### src/rtl/tdm_demux_4ch.sv
// tdm_demux_4ch -- receive side of a 4:1 slot-multiplexed link.
//   Recovers slot timing from frame_sync, de-interleaves din into four channel
//   registers and presents them together with a one-cycle frame_valid pulse.
// Ports:
//   clk, reset (sync, active-low) | din, frame_sync (line in)
//   y0..y3 (recovered channels), sel (current slot), frame_valid, sync_err, par_err
// Latency: last slot sample to y0..y3/frame_valid is 1 cycle. No backpressure;
//   consumers must take each frame in the frame_valid cycle.
// Build option: define TDM_DEMUX_PARITY_EN to add a fifth parity slot (XOR of
//   channels 0..3); sel then widens to 3 bits and par_err becomes live.

module tdm_demux_4ch #(
   parameter int DATA_W      = 1,
   parameter int SLOT_CYCLES = 4
) (
   input  logic              clk,
   input  logic              reset,
   input  logic [DATA_W-1:0] din,
   input  logic              frame_sync,
   output logic [DATA_W-1:0] y0,
   output logic [DATA_W-1:0] y1,
   output logic [DATA_W-1:0] y2,
   output logic [DATA_W-1:0] y3,
`ifdef TDM_DEMUX_PARITY_EN
   output logic [2:0]        sel,
`else
   output logic [1:0]        sel,
`endif
   output logic              frame_valid,
   output logic              sync_err,
   output logic              par_err
);

`ifdef TDM_DEMUX_PARITY_EN
   localparam int N     = 5;
   localparam int SEL_W = 3;
`else
   localparam int N     = 4;
   localparam int SEL_W = 2;
`endif
   localparam int              CW         = (SLOT_CYCLES > 1) ? $clog2(SLOT_CYCLES) : 1;
   localparam logic [CW-1:0]   CYC_LAST   = CW'(SLOT_CYCLES - 1);
   localparam logic [2:0]      SLOT_LAST  = 3'(N - 1);

   typedef enum logic {HUNT, LOCK} state_t;

   state_t            state_q, state_d;
   logic [2:0]        slot_cnt_q, slot_cnt_d;
   logic [CW-1:0]     cyc_cnt_q, cyc_cnt_d;
   logic [DATA_W-1:0] shadow_q [N];
   logic [DATA_W-1:0] shadow_d [N];
   logic [DATA_W-1:0] y_q [4];
   logic [DATA_W-1:0] y_d [4];
   logic [SEL_W-1:0]  sel_q, sel_d;
   logic              frame_valid_q, frame_valid_d;
   logic              sync_err_q, sync_err_d;
`ifdef TDM_DEMUX_PARITY_EN
   logic              par_err_q, par_err_d;
`endif

   // Position of the current cycle within the frame. Normally the counters,
   // but forced to slot 0 / cycle 0 when this cycle starts a (re)locked frame.
   logic              advance;
   logic [2:0]        pos_slot;
   logic [CW-1:0]     pos_cyc;
   logic              frame_end;
   logic              par_ok;

   always_comb begin
      state_d       = state_q;
      slot_cnt_d    = slot_cnt_q;
      cyc_cnt_d     = cyc_cnt_q;
      shadow_d      = shadow_q;
      y_d           = y_q;
      frame_valid_d = 1'b0;
      sync_err_d    = 1'b0;
`ifdef TDM_DEMUX_PARITY_EN
      par_err_d     = 1'b0;
`endif
      advance       = 1'b0;
      pos_slot      = slot_cnt_q;
      pos_cyc       = cyc_cnt_q;
      frame_end     = 1'b0;
      par_ok        = 1'b1;

      case (state_q)
         HUNT: begin
            if (frame_sync) begin
               state_d  = LOCK;
               advance  = 1'b1;
               pos_slot = 3'd0;
               pos_cyc  = '0;
            end
         end
         LOCK: begin
            advance = 1'b1;
            // A sync exactly on the flywheel wrap is redundant; anywhere else
            // it re-times the frame and the partial frame is dropped.
            if (frame_sync && ((slot_cnt_q != 3'd0) || (cyc_cnt_q != '0))) begin
               sync_err_d = 1'b1;
               pos_slot   = 3'd0;
               pos_cyc    = '0;
            end
         end
         default: state_d = HUNT;
      endcase

      if (advance) begin
         if (pos_cyc == CYC_LAST) begin
            for (int k = 0; k < N; k++) begin
               if (pos_slot == 3'(k)) shadow_d[k] = din;
            end
            cyc_cnt_d = '0;
            if (pos_slot == SLOT_LAST) begin
               slot_cnt_d = 3'd0;
               frame_end  = 1'b1;
            end else begin
               slot_cnt_d = pos_slot + 3'd1;
            end
         end else begin
            cyc_cnt_d  = pos_cyc + CW'(1);
            slot_cnt_d = pos_slot;
         end
      end

`ifdef TDM_DEMUX_PARITY_EN
      par_ok = ((shadow_d[0] ^ shadow_d[1] ^ shadow_d[2] ^ shadow_d[3]) == shadow_d[4]);
`endif

      // shadow_d already holds the sample taken in this final cycle.
      if (frame_end) begin
         if (par_ok) begin
            for (int k = 0; k < 4; k++) y_d[k] = shadow_d[k];
            frame_valid_d = 1'b1;
         end
`ifdef TDM_DEMUX_PARITY_EN
         else begin
            par_err_d = 1'b1;
         end
`endif
      end

      sel_d = slot_cnt_d[SEL_W-1:0];
   end

   always_ff @(posedge clk) begin
      if (!reset) begin
         state_q       <= HUNT;
         slot_cnt_q    <= 3'd0;
         cyc_cnt_q     <= '0;
         for (int k = 0; k < N; k++) shadow_q[k] <= '0;
         for (int k = 0; k < 4; k++) y_q[k] <= '0;
         sel_q         <= '0;
         frame_valid_q <= 1'b0;
         sync_err_q    <= 1'b0;
`ifdef TDM_DEMUX_PARITY_EN
         par_err_q     <= 1'b0;
`endif
      end else begin
         state_q       <= state_d;
         slot_cnt_q    <= slot_cnt_d;
         cyc_cnt_q     <= cyc_cnt_d;
         shadow_q      <= shadow_d;
         y_q           <= y_d;
         sel_q         <= sel_d;
         frame_valid_q <= frame_valid_d;
         sync_err_q    <= sync_err_d;
`ifdef TDM_DEMUX_PARITY_EN
         par_err_q     <= par_err_d;
`endif
      end
   end

   assign y0          = y_q[0];
   assign y1          = y_q[1];
   assign y2          = y_q[2];
   assign y3          = y_q[3];
   assign sel         = sel_q;
   assign frame_valid = frame_valid_q;
   assign sync_err    = sync_err_q;
`ifdef TDM_DEMUX_PARITY_EN
   assign par_err     = par_err_q;
`else
   assign par_err     = 1'b0;
`endif

endmodule

### config.mk
export PLATFORM = sky130hd
export DESIGN_NAME = tdm_demux_4ch
export DESIGN_NICKNAME = d
export VERILOG_FILES = /design/src/rtl/tdm_demux_4ch.sv
export SDC_FILE = /design/constraint.sdc
export NUM_CORES = 1
export LEC_CHECK = 0
export BUFFER_PORTS_ARGS = -buffer_cell sky130_fd_sc_hd__buf_2
export CAP_MARGIN = 20
export CORE_MARGIN = 2
export CORE_UTILIZATION = 53
export DETAILED_ROUTE_END_ITERATION = 7
export GPL_ROUTABILITY_DRIVEN = 0
export GPL_TIMING_DRIVEN = 0
export PLACE_DENSITY = 0.76
export SYNTH_ARGS = -nofsm -noshare
export SYNTH_HDL_FRONTEND = slang
export SYNTH_SLANG_ARGS = --single-unit
### constraint.sdc
create_clock -name clk -period 1.85 [get_ports clk]
set_input_delay 0.0925 -clock clk [delete_from_list [all_inputs] [get_ports clk]]
set_output_delay 0.0925 -clock clk [all_outputs]
set_load 0.1 [all_outputs]
# [Word level (Yosys, flattened, before mapping)]
# Cells that the tools add are included.
[totals] regBits=16 word_cells=50
[classes] n_addsub=2 bitwise_logic=1 n_eq_ne=4 muxes=23 reduce_logical=6
[ops] cell="$mux W3" n=4
[ops] cell="$mux W1" n=11
[ops] cell="$mux W4" n=2
[ops] cell="$eq A3 B2 Y1 const B" n=2
[ops] cell="$mux W2" n=3
[ops] cell="$pmux W3 S2" n=1
[ops] cell="$pmux W2 S2" n=1
[ops] cell="$add A3 B1 Y3 const B" n=1
[ops] cell="$eq A3 B1 Y1 const B" n=1
[ops] cell="$logic_not A3 Y1" n=1
[ops] cell="$reduce_bool A3 Y1" n=1
[ops] cell="$add A2 B1 Y2 const B" n=1
[ops] cell="$eq A2 B2 Y1 const B" n=1
[ops] cell="$pmux W1 S2" n=1
[ops] cell="$reduce_and A2 Y1" n=1
[ops] cell="$reduce_bool A2 Y1" n=1
[ops] cell="$logic_and A1 B1 Y1" n=1
[ops] cell="$logic_or A1 B1 Y1" n=1
[ops] cell="$not A1 Y1" n=1

# [Depth between registers and ports, before layout]
[logic_depth] word_depth=10 ltp_mapped=9

# [Worst setup path before layout]
# Ideal clock, no wire load.
[synth_path] kind="input-to-reg" startpoint="in frame_sync" endpoint="reg slot_cnt_q[0]" setup_slack_ns=0.317 required_ns=1.728 cell_stages=9 n_path_buf=3 arrival_time_ns=1.411 setup_ns=0.122 cell_sequence="buf_2 > buf_2 > nor2b_1 > ha_1 > clkbuf_1 > inv_1 > ha_1 > o21ai_0 > o311a_1"
[synth_between] elab_chain_cells=6
[synth_lines] element="from (decl)" line="19" text="input logic frame_sync,"
[synth_lines] element="$logic_and A1 B1 Y1" line="99" text="if (frame_sync && ((slot_cnt_q != 3'd0) || (cyc_cnt_q != '0))) begin"
[synth_lines] element="$mux W3" line="99"
[synth_lines] element="$pmux W3 S2" line="86" text="case (state_q)"
[synth_lines] element="$add A3 B1 Y3 or $eq A3 B2 Y1 (tied branches)" line="118, 114"
[synth_lines] element="$mux W3" line="114" text="if (pos_slot == SLOT_LAST) begin"
[synth_lines] element="$mux W3" line="109" text="if (pos_cyc == CYC_LAST) begin"
[synth_lines] element="to (signal assigned)" line="161" text="slot_cnt_q <= slot_cnt_d;"
[synth_lines] element="to (decl)" line="48" text="logic [2:0] slot_cnt_q, slot_cnt_d;"
# Parallel ways exist; a longest one is shown, timed or not.
# A chain may end at the register's enable or synchronous reset.

# [Worst setup path after layout]
[layout_path] startpoint="reg cyc_cnt_q[0]" endpoint="reg slot_cnt_q[0]"
[layout_between] elab_chain_cells=8
[layout_lines] element="from (decl)" line="49" text="logic [CW-1:0] cyc_cnt_q, cyc_cnt_d;"
[layout_lines] element="from (signal assigned)" line="162" text="cyc_cnt_q <= cyc_cnt_d;"
[layout_lines] element="$reduce_bool A2 Y1" line="99"
[layout_lines] element="$logic_or A1 B1 Y1" line="99"
[layout_lines] element="$logic_and A1 B1 Y1" line="99"
[layout_lines] element="$mux W3" line="99"
[layout_lines] element="$pmux W3 S2" line="86"
[layout_lines] element="$add A3 B1 Y3 or $eq A3 B2 Y1 (tied branches)" line="118, 114"
[layout_lines] element="$mux W3" line="114"
[layout_lines] element="$mux W3 (*)" line="109"
# Mark *: on every way between the ends. The rest lies on a longest branch, timed or not.

==> qor.txt <==
clock latency on the worst-skew pair: 0.29 ns
count of antenna diodes in the layout: 0
post-synthesis cell type count: 23
most common flop cell mapped by yosys: sky130_fd_sc_hd__dfxtp_1
arithmetic-cell share of the synthesized area counting full adders, half adders and majority gates: 9.55%
number of nets at the end of the flow: 109
number of DRC markers in iteration 0: 12
GR Util All Layers: 17.3%
average instance area after synthesis: 9.14 um^2
LEAKAGE: 0.000423 uW
xor/xnor share of the synthesized area: 1.11%
fraction of power consumed by combinational cells: 13.6%
syn_nets: 96
maximum number of pins on one net before global-route repair: 11
Critical Path Source Type: flop
biggest fanout along the worst timing path: 8
post-synth design cell area: 786 um^2
critical path required time: 2.09 ns
design internal power: 437 uW
worst r2r src: cyc_cnt_q[0]
switching power share of the total: 28.8%
Die ar.: 1810 um^2
part of the cycle the worst path needs: 84.5%
setup violation total in the final timing report: 0
global-route wire length before repair: 2220 um
clock tree from TritonCTS: done
CP startpoint: cyc_cnt_q[0]
Setup crit end kind: flop
first drt pass iteration count: 3
DRC violations left: 0
critical path start-end classification: reg -> reg
post-synthesis compound-gate area fraction: 12.1%
max frequency: 640 MHz
Syn. warnings: 0
Final Instance Area: 873 um^2
top library cells by usage in the layout, fill and taps aside: 15 x sky130_fd_sc_hd__nand2_1, 15 x sky130_fd_sc_hd__dfxtp_1, 12 x sky130_fd_sc_hd__buf_2, 7 x sky130_fd_sc_hd__mux2i_1
max-capacitance violation count: 0
number of buffers on the longest clock path: 2
shortest period the worst path allows: 1.56 ns
FFs w/ async S/R, synth: 0%
EDFF count, synth: 0
clock-pin slew on the worst setup and hold paths: 0.10 ns
combinational family with the most area after synthesis: simple AND/OR/NAND/NOR gates
result of the run: finished, final reports clean
core outline area: 1350 um^2
setup repair after global routing missed its margin: no
proportion of layout cells with a drive suffix above 1: 25.5%
# hold bufs at CTS: 0
initial antenna violation count: 0
synth-to-layout area growth: 11.1%
clock share of power: 31.9%
flops & latches, synth: 15
remaining antenna violation count: 0
H-tree depth reported by CTS: 1
number of clock sinks: 15
Peak supply drop: 0.622 mV
Cells after Synth: 86
vias in the first global route: 504
path type of the worst min-delay path: in -> reg
Hold Crit Start: reset
multiplexer area fraction after synthesis: 13.2%
number of endpoints with negative hold slack in the final report: 0
buffers inserted by post-CTS timing repair: 0
number of vias per cell after detailed routing: 5.27
Final Total Pwr: 614 uW
Flop pwr share: 54.5%
cts repair resizes: 0
Routed Wire Length: 1390 um
initial core utilization: 58.2%
DP HPWL: 1050 um
number of port buffers: 9
data arrival time of the critical path: 1.80 ns
DR vias: 596
maximum clock skew at final layout: 0.00112 ns
switching component of the power: 177 uW
setup TNS: 0 ns
CTS Root Cell: sky130_fd_sc_hd__clkbuf_4
power density over the cells: 703 nW/um^2
site row count: 13
CTS buffer count: 3
standard cell area after detailed placement: 850 um^2
Pins Over Slew Limit: 0
residual overflow from global routing: 0
boundary pin count: 13
die extent in y: 42.5 um
die boundary width: 42.5 um
detail-routed net length per standard cell: 12.3 um
share of the yosys chip area belonging to registers: 38.2%
area fraction in and, or, nand and nor cells after synthesis: 16.2%
-- cells by family after synthesis --
logic type	count (synthesis)
simple gates	28
flops	15
buf+inv	13
compound gates	12
mux	10
fa+ha+maj	6
other cells	1
xor+xnor	1
-- worst max-delay path, stage by stage, from the launching register on --
cell and delay (ns):
sky130_fd_sc_hd__dfxtp_1 0.38, sky130_fd_sc_hd__nor2b_1 0.15, sky130_fd_sc_hd__ha_1 0.39, sky130_fd_sc_hd__inv_1 0.08, sky130_fd_sc_hd__ha_1 0.27, sky130_fd_sc_hd__o21ai_0 0.07
sky130_fd_sc_hd__o311a_1 0.17
-- path summary, 6_finish.rpt --
| kind | end | slack, ns | cells after the start |
|---|---|---|---|
| setup / recovery | slot_cnt_q[0] | 0.29 | 6 |
| hold / removal | shadow_q[1] | 0.14 | 3 |
| setup reg to reg | slot_cnt_q[0] | 0.29 | 6 |
| hold reg to reg | shadow_q[2] | 0.47 | 2 |
-- metrics by stage --
stage               std cells  hold WS [ns]  setup WS, ns  utilization, %
finish                    113         0.137         0.287            64.7
global route              113         0.158         0.115            64.7
CTS                       114         0.137         0.157            65.0
detailed placement        110         0.449         0.118            62.9
global placement          110         0.426         0.182            62.9
floorplan                  86         0.296         0.317               -
-- per-layer routing --
metal	global-route usage [%]	vias up	wire length (um)
li1	-	304	-
met1	19.4	277	626
met2	28.0	11	665
met3	5.17	4	57
met4	11.3	0	37
met5	0	-	0
-- area by class of cell --
class | count | area [um^2]
fillers | 123 | 477
repair buffers | 9 | 45.0
well taps | 15 | 18.8
clock inverters | 1 | 5.00
plain buffers | 8 | 52.6
multi-input cells | 58 | 414
clock buffers | 3 | 22.5
inverters | 4 | 15.0
flip-flops and latches | 15 | 300
-- synth_stat cells, types with 2 or more instances --
cell type / n / share of area (%)
sky130_fd_sc_hd__nand2_1: 15 / 7.2
sky130_fd_sc_hd__dfxtp_1: 15 / 38
sky130_fd_sc_hd__clkbuf_1: 2 / 0.96
sky130_fd_sc_hd__ha_1: 6 / 9.6
sky130_fd_sc_hd__buf_2: 3 / 1.9
sky130_fd_sc_hd__o211ai_1: 4 / 3.8
sky130_fd_sc_hd__inv_1: 4 / 1.9
sky130_fd_sc_hd__mux2i_1: 7 / 8.9
sky130_fd_sc_hd__nor2b_1: 4 / 3.2
sky130_fd_sc_hd__a21oi_1: 3 / 1.9
sky130_fd_sc_hd__mux2_2: 3 / 4.3
sky130_fd_sc_hd__buf_4: 3 / 2.9
sky130_fd_sc_hd__o21ai_0: 2 / 1.3
sky130_fd_sc_hd__nor2_1: 6 / 2.9
-- sequential cells by signal, summed over array words and instances, names as in the netlist --
register and flops:
cyc_cnt_q 2, frame_valid 1, shadow_q 3, slot_cnt_q 3, state_q 1, sync_err 1
y0 1, y1 1, y2 1, y3 1
-- power groups by stage --
| stage | logic [uW] | clock network, uW | registers, uW |
|---|---|---|---|
| 2_1_floorplan | 66.5 | 0 | 346 |
| 3_3_place_gp | 82.5 | 0 | 342 |
| 3_5_place_dp | 83.4 | 0 | 342 |
| 4_1_cts | 83.6 | 196 | 335 |
| 5_1_grt | 91.1 | 211 | 336 |
| 6_report | 83.5 | 196 | 335 |
Note: power is estimated with default switching activity, not from simulation.
